### src/rtl/conv_mac_relu_acc_if.sv
// Product-in / activation-out handshake bundle between the multiplier,
// the MAC/ReLU accumulator and the downstream activation consumer.
`timescale 1ns/1ps
interface conv_mac_relu_acc_if #(
  parameter int PROD_WIDTH = 24,
  parameter int ACC_WIDTH  = 32,
  parameter int OUT_WIDTH  = 14
);
  logic [ACC_WIDTH-1:0]  bias_din;
  logic [PROD_WIDTH-1:0] prod_din;
  logic                  prod_valid;
  logic                  prod_ready;
  logic [OUT_WIDTH-1:0]  out_dout;
  logic                  out_valid;
  logic                  out_ready;

  modport master (
    output bias_din, prod_din, prod_valid, out_ready,
    input  prod_ready, out_dout, out_valid
  );

  modport slave (
    input  bias_din, prod_din, prod_valid, out_ready,
    output prod_ready, out_dout, out_valid
  );
endinterface

### src/rtl/conv_mac_relu_acc.sv
// Saturating bias+TAPS product accumulator with round-half-up rescale, ReLU and
// activation clamp, feeding a single-entry valid/ready output register.
//
//   state  | meaning
//   S_IDLE | no partial sum held; next accept is tap 0 and samples bias_din
//   S_ACC  | partial sum in acc, tap_cnt taps already taken
`timescale 1ns/1ps
module conv_mac_relu_acc #(
  parameter  int PROD_WIDTH = 24,
  parameter  int ACC_WIDTH  = 32,
  parameter  int OUT_WIDTH  = 14,
  parameter  int TAPS       = 9,
  parameter  int SHIFT      = 10,
  localparam int TW         = $clog2(TAPS + 1)
) (
  input  logic                   ap_clk,
  input  logic                   ap_rst_n,
  input  logic                   clr,
  output logic [TW-1:0]          tap_cnt,
  conv_mac_relu_acc_if.slave     bus
);

  typedef enum logic {S_IDLE, S_ACC} state_t;

  localparam logic [ACC_WIDTH:0] HALF = {{ACC_WIDTH{1'b0}}, 1'b1} << (SHIFT - 1);
  localparam logic [ACC_WIDTH:0] OMAX = {{(ACC_WIDTH + 2 - OUT_WIDTH){1'b0}}, {(OUT_WIDTH - 1){1'b1}}};

  state_t                 state, state_nxt;
  logic [ACC_WIDTH-1:0]   acc, acc_nxt, base, sum_sat;
  logic [ACC_WIDTH:0]     sum, rnd, shr;
  logic [OUT_WIDTH-1:0]   act, dout_q;
  logic [TW-1:0]          tap_nxt;
  logic                   valid_q, accept, first, last, load;

  assign bus.prod_ready = ~clr & (~valid_q | bus.out_ready);
  assign bus.out_dout   = dout_q;
  assign bus.out_valid  = valid_q;

  assign accept = bus.prod_valid & bus.prod_ready;
  assign first  = (state == S_IDLE);
  assign last   = first ? (TAPS == 1) : (tap_cnt == TW'(TAPS - 1));
  assign base   = first ? bus.bias_din : acc;

  // One guard bit catches the overflow before clamping to the accumulator range.
  assign sum = {base[ACC_WIDTH-1], base}
             + {{(ACC_WIDTH + 1 - PROD_WIDTH){bus.prod_din[PROD_WIDTH-1]}}, bus.prod_din};

  always_comb begin
    sum_sat = sum[ACC_WIDTH-1:0];
    if (sum[ACC_WIDTH] != sum[ACC_WIDTH-1])
      sum_sat = sum[ACC_WIDTH] ? {1'b1, {(ACC_WIDTH - 1){1'b0}}}
                               : {1'b0, {(ACC_WIDTH - 1){1'b1}}};
  end

  // Saturated sum cannot exceed 2^31-1, so adding the half-LSB never overflows 33 bits.
  assign rnd = {sum_sat[ACC_WIDTH-1], sum_sat} + HALF;
  assign shr = $signed(rnd) >>> SHIFT;

  always_comb begin
    act = shr[OUT_WIDTH-1:0];
    if (shr[ACC_WIDTH] || (shr == '0))
      act = '0;
    else if (shr > OMAX)
      act = OMAX[OUT_WIDTH-1:0];
  end

  always_comb begin
    state_nxt = state;
    acc_nxt   = acc;
    tap_nxt   = tap_cnt;
    load      = 1'b0;
    if (clr) begin
      state_nxt = S_IDLE;
      acc_nxt   = '0;
      tap_nxt   = '0;
    end else if (accept) begin
      if (last) begin
        load      = 1'b1;
        state_nxt = S_IDLE;
        acc_nxt   = '0;
        tap_nxt   = '0;
      end else begin
        state_nxt = S_ACC;
        acc_nxt   = sum_sat;
        tap_nxt   = tap_cnt + TW'(1);
      end
    end
  end

  always_ff @(posedge ap_clk or negedge ap_rst_n) begin
    if (!ap_rst_n) begin
      state   <= S_IDLE;
      acc     <= '0;
      tap_cnt <= '0;
    end else begin
      state   <= state_nxt;
      acc     <= acc_nxt;
      tap_cnt <= tap_nxt;
    end
  end

  // A load can only happen when the register is empty or draining, so no result is lost.
  always_ff @(posedge ap_clk or negedge ap_rst_n) begin
    if (!ap_rst_n) begin
      dout_q  <= '0;
      valid_q <= 1'b0;
    end else if (load) begin
      dout_q  <= act;
      valid_q <= 1'b1;
    end else if (bus.out_ready) begin
      valid_q <= 1'b0;
    end
  end

endmodule
### src/flat_wrapper.sv
// flat-port wrapper written by rule: the top's interface ports become plain ports
module conv_mac_relu_acc_flat 
#(
  parameter  int PROD_WIDTH = 24,
  parameter  int ACC_WIDTH  = 32,
  parameter  int OUT_WIDTH  = 14,
  parameter  int TAPS       = 9,
  parameter  int SHIFT      = 10,
  localparam int TW         = $clog2(TAPS + 1)
)
  (ap_clk, ap_rst_n, clr, tap_cnt, bus_bias_din, bus_prod_din, bus_prod_valid, bus_out_ready, bus_prod_ready, bus_out_dout, bus_out_valid);
  conv_mac_relu_acc_if #(.PROD_WIDTH(PROD_WIDTH), .ACC_WIDTH(ACC_WIDTH), .OUT_WIDTH(OUT_WIDTH)) bus_i ();
  input  logic ap_clk;
  input  logic ap_rst_n;
  input  logic clr;
  output logic [TW-1:0] tap_cnt;
  input wire logic [$bits(bus_i.bias_din)-1:0] bus_bias_din;
  input wire logic [$bits(bus_i.prod_din)-1:0] bus_prod_din;
  input wire logic [$bits(bus_i.prod_valid)-1:0] bus_prod_valid;
  input wire logic [$bits(bus_i.out_ready)-1:0] bus_out_ready;
  output wire logic [$bits(bus_i.prod_ready)-1:0] bus_prod_ready;
  output wire logic [$bits(bus_i.out_dout)-1:0] bus_out_dout;
  output wire logic [$bits(bus_i.out_valid)-1:0] bus_out_valid;
  assign bus_i.bias_din = bus_bias_din;
  assign bus_i.prod_din = bus_prod_din;
  assign bus_i.prod_valid = bus_prod_valid;
  assign bus_i.out_ready = bus_out_ready;
  assign bus_prod_ready = bus_i.prod_ready;
  assign bus_out_dout = bus_i.out_dout;
  assign bus_out_valid = bus_i.out_valid;
  conv_mac_relu_acc #(.PROD_WIDTH(PROD_WIDTH), .ACC_WIDTH(ACC_WIDTH), .OUT_WIDTH(OUT_WIDTH), .TAPS(TAPS), .SHIFT(SHIFT)) u_core (.ap_clk(ap_clk), .ap_rst_n(ap_rst_n), .clr(clr), .tap_cnt(tap_cnt), .bus(bus_i));
endmodule
### config.mk
export PLATFORM = sky130hd
export DESIGN_NAME = conv_mac_relu_acc_flat
export DESIGN_NICKNAME = d
export VERILOG_FILES = /design/src/rtl/conv_mac_relu_acc_if.sv /design/src/rtl/conv_mac_relu_acc.sv /design/src/flat_wrapper.sv
export SDC_FILE = /design/constraint.sdc
export NUM_CORES = 1
export LEC_CHECK = 0
export ABC_AREA = 1
export CAP_MARGIN = 20
export CORE_MARGIN = 3
export CORE_UTILIZATION = 57
export DETAILED_ROUTE_END_ITERATION = 16
export PLACE_DENSITY = 0.86
export SLEW_MARGIN = 20
export SYNTH_ARGS = -nofsm -noshare
export SYNTH_HDL_FRONTEND = slang
export SYNTH_SLANG_ARGS = --single-unit
### constraint.sdc
create_clock -name ap_clk -period 5.99 [get_ports ap_clk]
set_input_delay 1.198 -clock ap_clk [delete_from_list [all_inputs] [get_ports ap_clk]]
set_output_delay 1.198 -clock ap_clk [all_outputs]
set_load 0.03 [all_outputs]
; ---- Word level (Yosys, flattened, before mapping)
; Index checks and enable logic that the tools add are counted.
[word_totals]
input_bits = 61
wordCells = 40
register_bits = 52
output_inout_bits = 20
[classes]
n_bitwise = 5
eq_ne = 2
add_sub_neg = 3
n_mux = 20
reduce_logical = 4
magnitude_cmp = 1
[ops]
columns = cell, count
row1 = 32-bit 2-to-1 mux, 6
row2 = 32-bit by 11-bit adder with 33-bit output (second input constant), 1
row3 = 32-bit by 24-bit adder with 33-bit output, 1
row4 = 33-bit by 13-bit > comparator with 1-bit output (second input constant), 1
row5 = 33-bit zero test, 1
row6 = 14-bit 2-to-1 mux, 2
row7 = 4-bit 2-to-1 mux, 3
row8 = 1-bit 2-to-1 mux, 9
row9 = 4-bit by 1-bit adder with 4-bit output (second input constant), 1
row10 = 4-bit == test (second input constant), 1
row11 = 2-bit nonzero test, 2
row12 = 1-bit bitwise AND, 2
row13 = 1-bit NOT, 2
row14 = 1-bit logical OR, 1
row15 = 1-bit inequality test, 1
row16 = 1-bit bitwise OR, 1

; ---- Depth between registers and ports, before layout
[logic_depth]
depth_word = 8
mapped_depth = 39
depth_no_buf = 35

; ---- Worst setup path after synthesis
; OpenSTA, ideal clock, no wires.
[synth_timing]
kind = input port to flip-flop
start = input bus_bias_din[11]
end = register u_core.dout_q[11], in the netlist u_core.bus.out_dout[11]
stages = 34
path_slack_ps = 521
n_path_buf = 4
required_ps = 5873
setup_ps = 117
arrival_time_ps = 5352
path_cell_list = nand2_1 > o21ai_0 > ha_1 > nand2_1 > nor2_1 > inv_1 > nor2_1 > nor2_1 > nand2_1 > nand2_1 > nand2_1 > a21oi_1 > o21bai_1 > xor2_1 > inv_1 > ha_1 > clkbuf_1 > nand3_4 > buf_4 > buf_2 > nand2_1 > inv_1 > ha_1 > nand4_1 > inv_1 > nand3_1 > nor3_1 > nor2_1 > nand2_1 > nor2_2 > nand3_2 > buf_6 > nand3_1 > nand2_1
[synth_via]
elab_chain_cells = 8
word_cells_on_any_way = 11
cone_classes = add/sub (2) / order compare (1) / eq/ne (1) / mux (5) / reduce/logical (2)
[synth_lines]
columns = element, line
row1 = "start, declared", flat_wrapper.sv:17  ; input wire logic [$bits(bus_i.bias_din)-1:0] bus_bias_din;
row2 = 32-bit 2-to-1 mux (*), conv_mac_relu_acc.sv:42  ; assign base = first ? bus.bias_din : acc;
row3 = 32-bit by 24-bit adder with 33-bit output (*), conv_mac_relu_acc.sv:46  ; + {{(ACC_WIDTH + 1 - PROD_WIDTH){bus.prod_din[PROD_WIDTH-1]}}, bus.prod_din};
row4 = 32-bit 2-to-1 mux or 1-bit inequality test (tied branches), "conv_mac_relu_acc.sv:51, conv_mac_relu_acc.sv:50"
row5 = 32-bit 2-to-1 mux (*), conv_mac_relu_acc.sv:50  ; if (sum[ACC_WIDTH] != sum[ACC_WIDTH-1])
row6 = 32-bit by 11-bit adder with 33-bit output (*), conv_mac_relu_acc.sv:56  ; assign rnd = {sum_sat[ACC_WIDTH-1], sum_sat} + HALF;
row7 = 33-bit by 13-bit > comparator with 1-bit output or 33-bit zero test (tied branches), "conv_mac_relu_acc.sv:63, conv_mac_relu_acc.sv:61"
row8 = 14-bit 2-to-1 mux or 1-bit logical OR (tied branches), "conv_mac_relu_acc.sv:63, conv_mac_relu_acc.sv:61"
row9 = 14-bit 2-to-1 mux (*), conv_mac_relu_acc.sv:61  ; if (shr[ACC_WIDTH] || (shr == '0))
row10 = "end signal, assigned", conv_mac_relu_acc.sv:108  ; dout_q <= act;
row11 = "end, declared", conv_mac_relu_acc.sv:31  ; logic [OUT_WIDTH-1:0] act, dout_q;
; Every way passes the cells marked *; elsewhere a longest branch is shown, timed or not.
; A chain may end at the register's enable or synchronous reset.

; ---- Final worst setup path
[layout_timing]
start = input bus_bias_din[10]
end = register u_core.dout_q[11], in the netlist u_core.bus.out_dout[11]
; Same word-level chain as after synthesis.

==> summary by stage <==
Setup path
The critical path required time is 6.20 ns. The worst setup path category is in -> reg. The worst setup path is captured at a flip-flop. The dominant cell type by count on the critical path is sky130_fd_sc_hd__nand2_1. For this run, the slowest stage of the critical path takes 0.46 ns. Along the worst path, the maximum fanout reaches 7. Data arrives at the worst endpoint at 5.81 ns. The slowest stage of the critical path is the sky130_fd_sc_hd__clkdlybuf4s50_1 cell. The startpoint class of the critical path is a primary input.

Die
The y dimension of the die is 107 um. The area of the die is 11,500 um^2. The I/O pin total is 81.

The core region is 9860 um^2. The floorplan row count is 36. The initial utilization of the core area, before any placement, comes to 0.593. The die width is approximately 110 um.

Outcome
The run finished with clean final reports.

Clock network
The H-tree was split into 2 levels. TritonCTS built the clock tree. The cts-stage hold buffer count is 0. The buffer cell driving the clock tree root is sky130_fd_sc_hd__clkbuf_8. The number of sinks on the clock net is between 50 and 60. The clock passes through at most 2 buffers. The CTS clock-pin slew for the worst setup and hold paths is about 0.1 ns. The insertion delay of the later-clocked pin in the worst-skew pair is between 0.3 and 0.4 ns.

In this run, CTS created clock tree buffers numbering 5.

Timing
The smallest hold slack is 0.495 ns. In the finished design, the share of the clock period the worst path needs comes to 0.935. The clock tree skew after final layout is 0.0112 ns. The setup TNS after final layout is 0 ns. The worst pin sits at a relative slew slack of 0.313. The achievable frequency is 179 MHz. The final count of hold timing violations is 0. The worst path needs 5.60 ns of the cycle, external delays included. The number of pins with negative max-slew slack in the final report came to 0. Setup violations remaining at the end of the flow were counted as 0. The slew at the pin closest to its max-slew limit is 1.02 ns.

Layout
From synthesis to final layout, the design area changed by 24.3%. Of the cells placed in the final design, the portion with a size suffix greater than 1 is 0.113. The antenna diode instance count is 0. In the layout the commonest cells are 319 x sky130_fd_sc_hd__nand2_1, 162 x sky130_fd_sc_hd__inv_1, 102 x sky130_fd_sc_hd__nand3_1. The library cell used most frequently in the layout, excluding fill and tap cells, is sky130_fd_sc_hd__nand2_1.

The post-route standard cell area excluding fillers is 7270 um^2. Excluding fillers, the count of instances in the completed layout stands at 1,234. The net count of the finished layout is 1,199.

Logic synthesis
The largest area contributor in the synthesized netlist is sky130_fd_sc_hd__dfrtp_1. When the netlist entered floorplanning its net count stood at roughly 1,100. By area the synthesized netlist is led by sky130_fd_sc_hd__dfrtp_1 22%, sky130_fd_sc_hd__nand2_1 21%, sky130_fd_sc_hd__inv_1 11%.

The share of synthesized area in the top cell type comes to 0.222. In this run, distinct cell masters in the synthesized netlist total 35. The synthesized design contains 52 register bits. Synthesis produced approximately 990 cells.

Dividing the synthesized area by the synthesized cell count gives 5.94 um^2. The synthesized netlist occupies a cell area of approximately 5900 um^2. The number of warnings issued by yosys is 0.

The sequential fraction of the synthesis area is 0.222.

Global routing
The total global-route track usage is 0.320. The aggregate global routing overflow is 0. The number of antenna violations at the first check in global routing was 0. The first global-routing pass estimated 29,700 um of wire. The maximum number of pins on one net before global-route repair is 53.

The number of global-route vias before repair is 6,269.

Drt
For this run, the detailed router's first-pass iteration total came to 5. Dividing the detail-routed wire length by the instance count gives 15.0 um. For this run, design rule violations remaining after detail routing come to 0. The via-per-instance ratio is 5.42. The detail route stage leaves a number of antenna-violating nets equal to 0. The total number of vias is about 6,700. The DRC marker count from the first detailed-route iteration is 444.

The total wire length after detailed routing is 18,600 um.

Power
The leakage power is ~4 nW. Across the VDD grid, the largest voltage drop is 0.000301 V. In this run the power density over the cells is 383 nW/um^2.

Run
The max-capacitance violation count is 0.

Placed design
The detailed placement HPWL is about 15,000 um. The congestion estimate from routability-driven global placement came to 1.00. The cell area after placement is 7030 um^2. In this run the tool buffered the top-level ports with 80 buffer cells.

Counting tap cells, the placed design contains a total of 1,220 instances.

Min path
The tightest min-delay check is of the reg -> reg type.
==> registers in the layout (all words and copies together) (netlist names) <==
register,cells
u_core.state,1
u_core.tap_cnt,4
u_core.acc,32
u_core.bus.out_valid,1
u_core.bus.out_dout,14
==> cells in the mapped netlist (all sizes together) <==
master and count:
nand2 332, inv 169, nand3 121, nor2 93, dfrtp 52, o21ai 48, ha 37, a21oi 31
o22ai 30, clkbuf 15, nand4 12, o21bai 9, buf 8, nor3 7, xor2 5, xnor2 4
or2 3, and2 2, clkinv 2, a21boi 1, a21o 1, fa 1, nand3b 1, o211ai 1
==> final timing paths <==
path / end / start / slack, ns / depth (start not counted)
worst min-delay path: u_core.bus.out_dout[7] / u_core.bus.out_dout[7] / 0.49 / 2
worst max-delay path: u_core.bus.out_dout[11] / bus_bias_din[10] / 0.39 / 35
worst min register to register: u_core.bus.out_dout[7] / u_core.bus.out_dout[7] / 0.49 / 2
worst max register to register: u_core.bus.out_dout[11] / u_core.state / 0.82 / 34
min in group asynchronous: u_core.acc[13] / ap_rst_n / 0.99 / 2
max in group asynchronous: u_core.bus.out_dout[6] / ap_rst_n / 4.52 / 2
==> metrics by stage <==
step / util / power [mW] / worst slack, ns
after global routing: 0.737 / 3.01 / -0.0527
after global placement: 0.713 / 2.38 / 0.0515
after CTS: 0.725 / 2.69 / 0.271
final: 0.737 / 2.79 / 0.390
after detailed placement: 0.713 / 2.41 / -0.0538
after floorplan: - / 1.75 / 0.521
==> metal layers <==
| metal | routed length, um | global-route usage | up-vias |
|---|---|---|---|
| met4 | 481 | 0.0974 | 0 |
| met2 | 8700 | 0.550 | 260 |
| met3 | 1240 | 0.0354 | 42 |
| met1 | 8130 | 0.422 | 3018 |
| met5 | 0 | 0 | - |
| li1 | - | - | 3371 |
==> critical path: cells and delay by family <==
family | cells | cell delay, ns
AO/OA/AOI/OAI | 3 | 0.35
XOR/XNOR | 1 | 0.19
buffers and inverters | 7 | 1.18
AND/OR/NAND/NOR | 22 | 2.31
adder cells (fa/ha/maj) | 2 | 0.59
==> layout make-up <==
| class | instances | area [um^2] |
|---|---|---|
| clock buffer | 5 | 68.8 |
| multi-input combinational | 742 | 3870 |
| sequential | 52 | 1300 |
| clock inverter | 3 | 46.3 |
| fill | 885 | 2590 |
| tap | 133 | 166 |
| timing repair buffer | 128 | 1170 |
| inverter | 171 | 642 |
==> power by group <==
part,internal (mW),switching (mW),total (mW)
sequential,0.430,0.0271,0.457
combinational,0.730,1.33,2.06
clock,0.127,0.139,0.266
==> repair_timing <==
| action | in CTS | in global routing |
|---|---|---|
| endpoints found under the setup margin | 0 | 13 |
| buffers inserted | 0 | 3 |
| gates resized for setup | 0 | 22 |
==> logic make-up after synthesis <==
| kind of cell | count (synthesis) | share of synthesized area |
|---|---|---|
| xor gates and xnor gates | 9 | 0.0135 |
| DFF | 52 | 0.222 |
| and+or+nand+nor | 571 | 0.434 |
| adders and majority gates | 38 | 0.0825 |
| AOI/OAI and AO/OA | 121 | 0.116 |
| buffers and inverters | 194 | 0.132 |
Note: power is estimated with default switching activity, not from simulation.
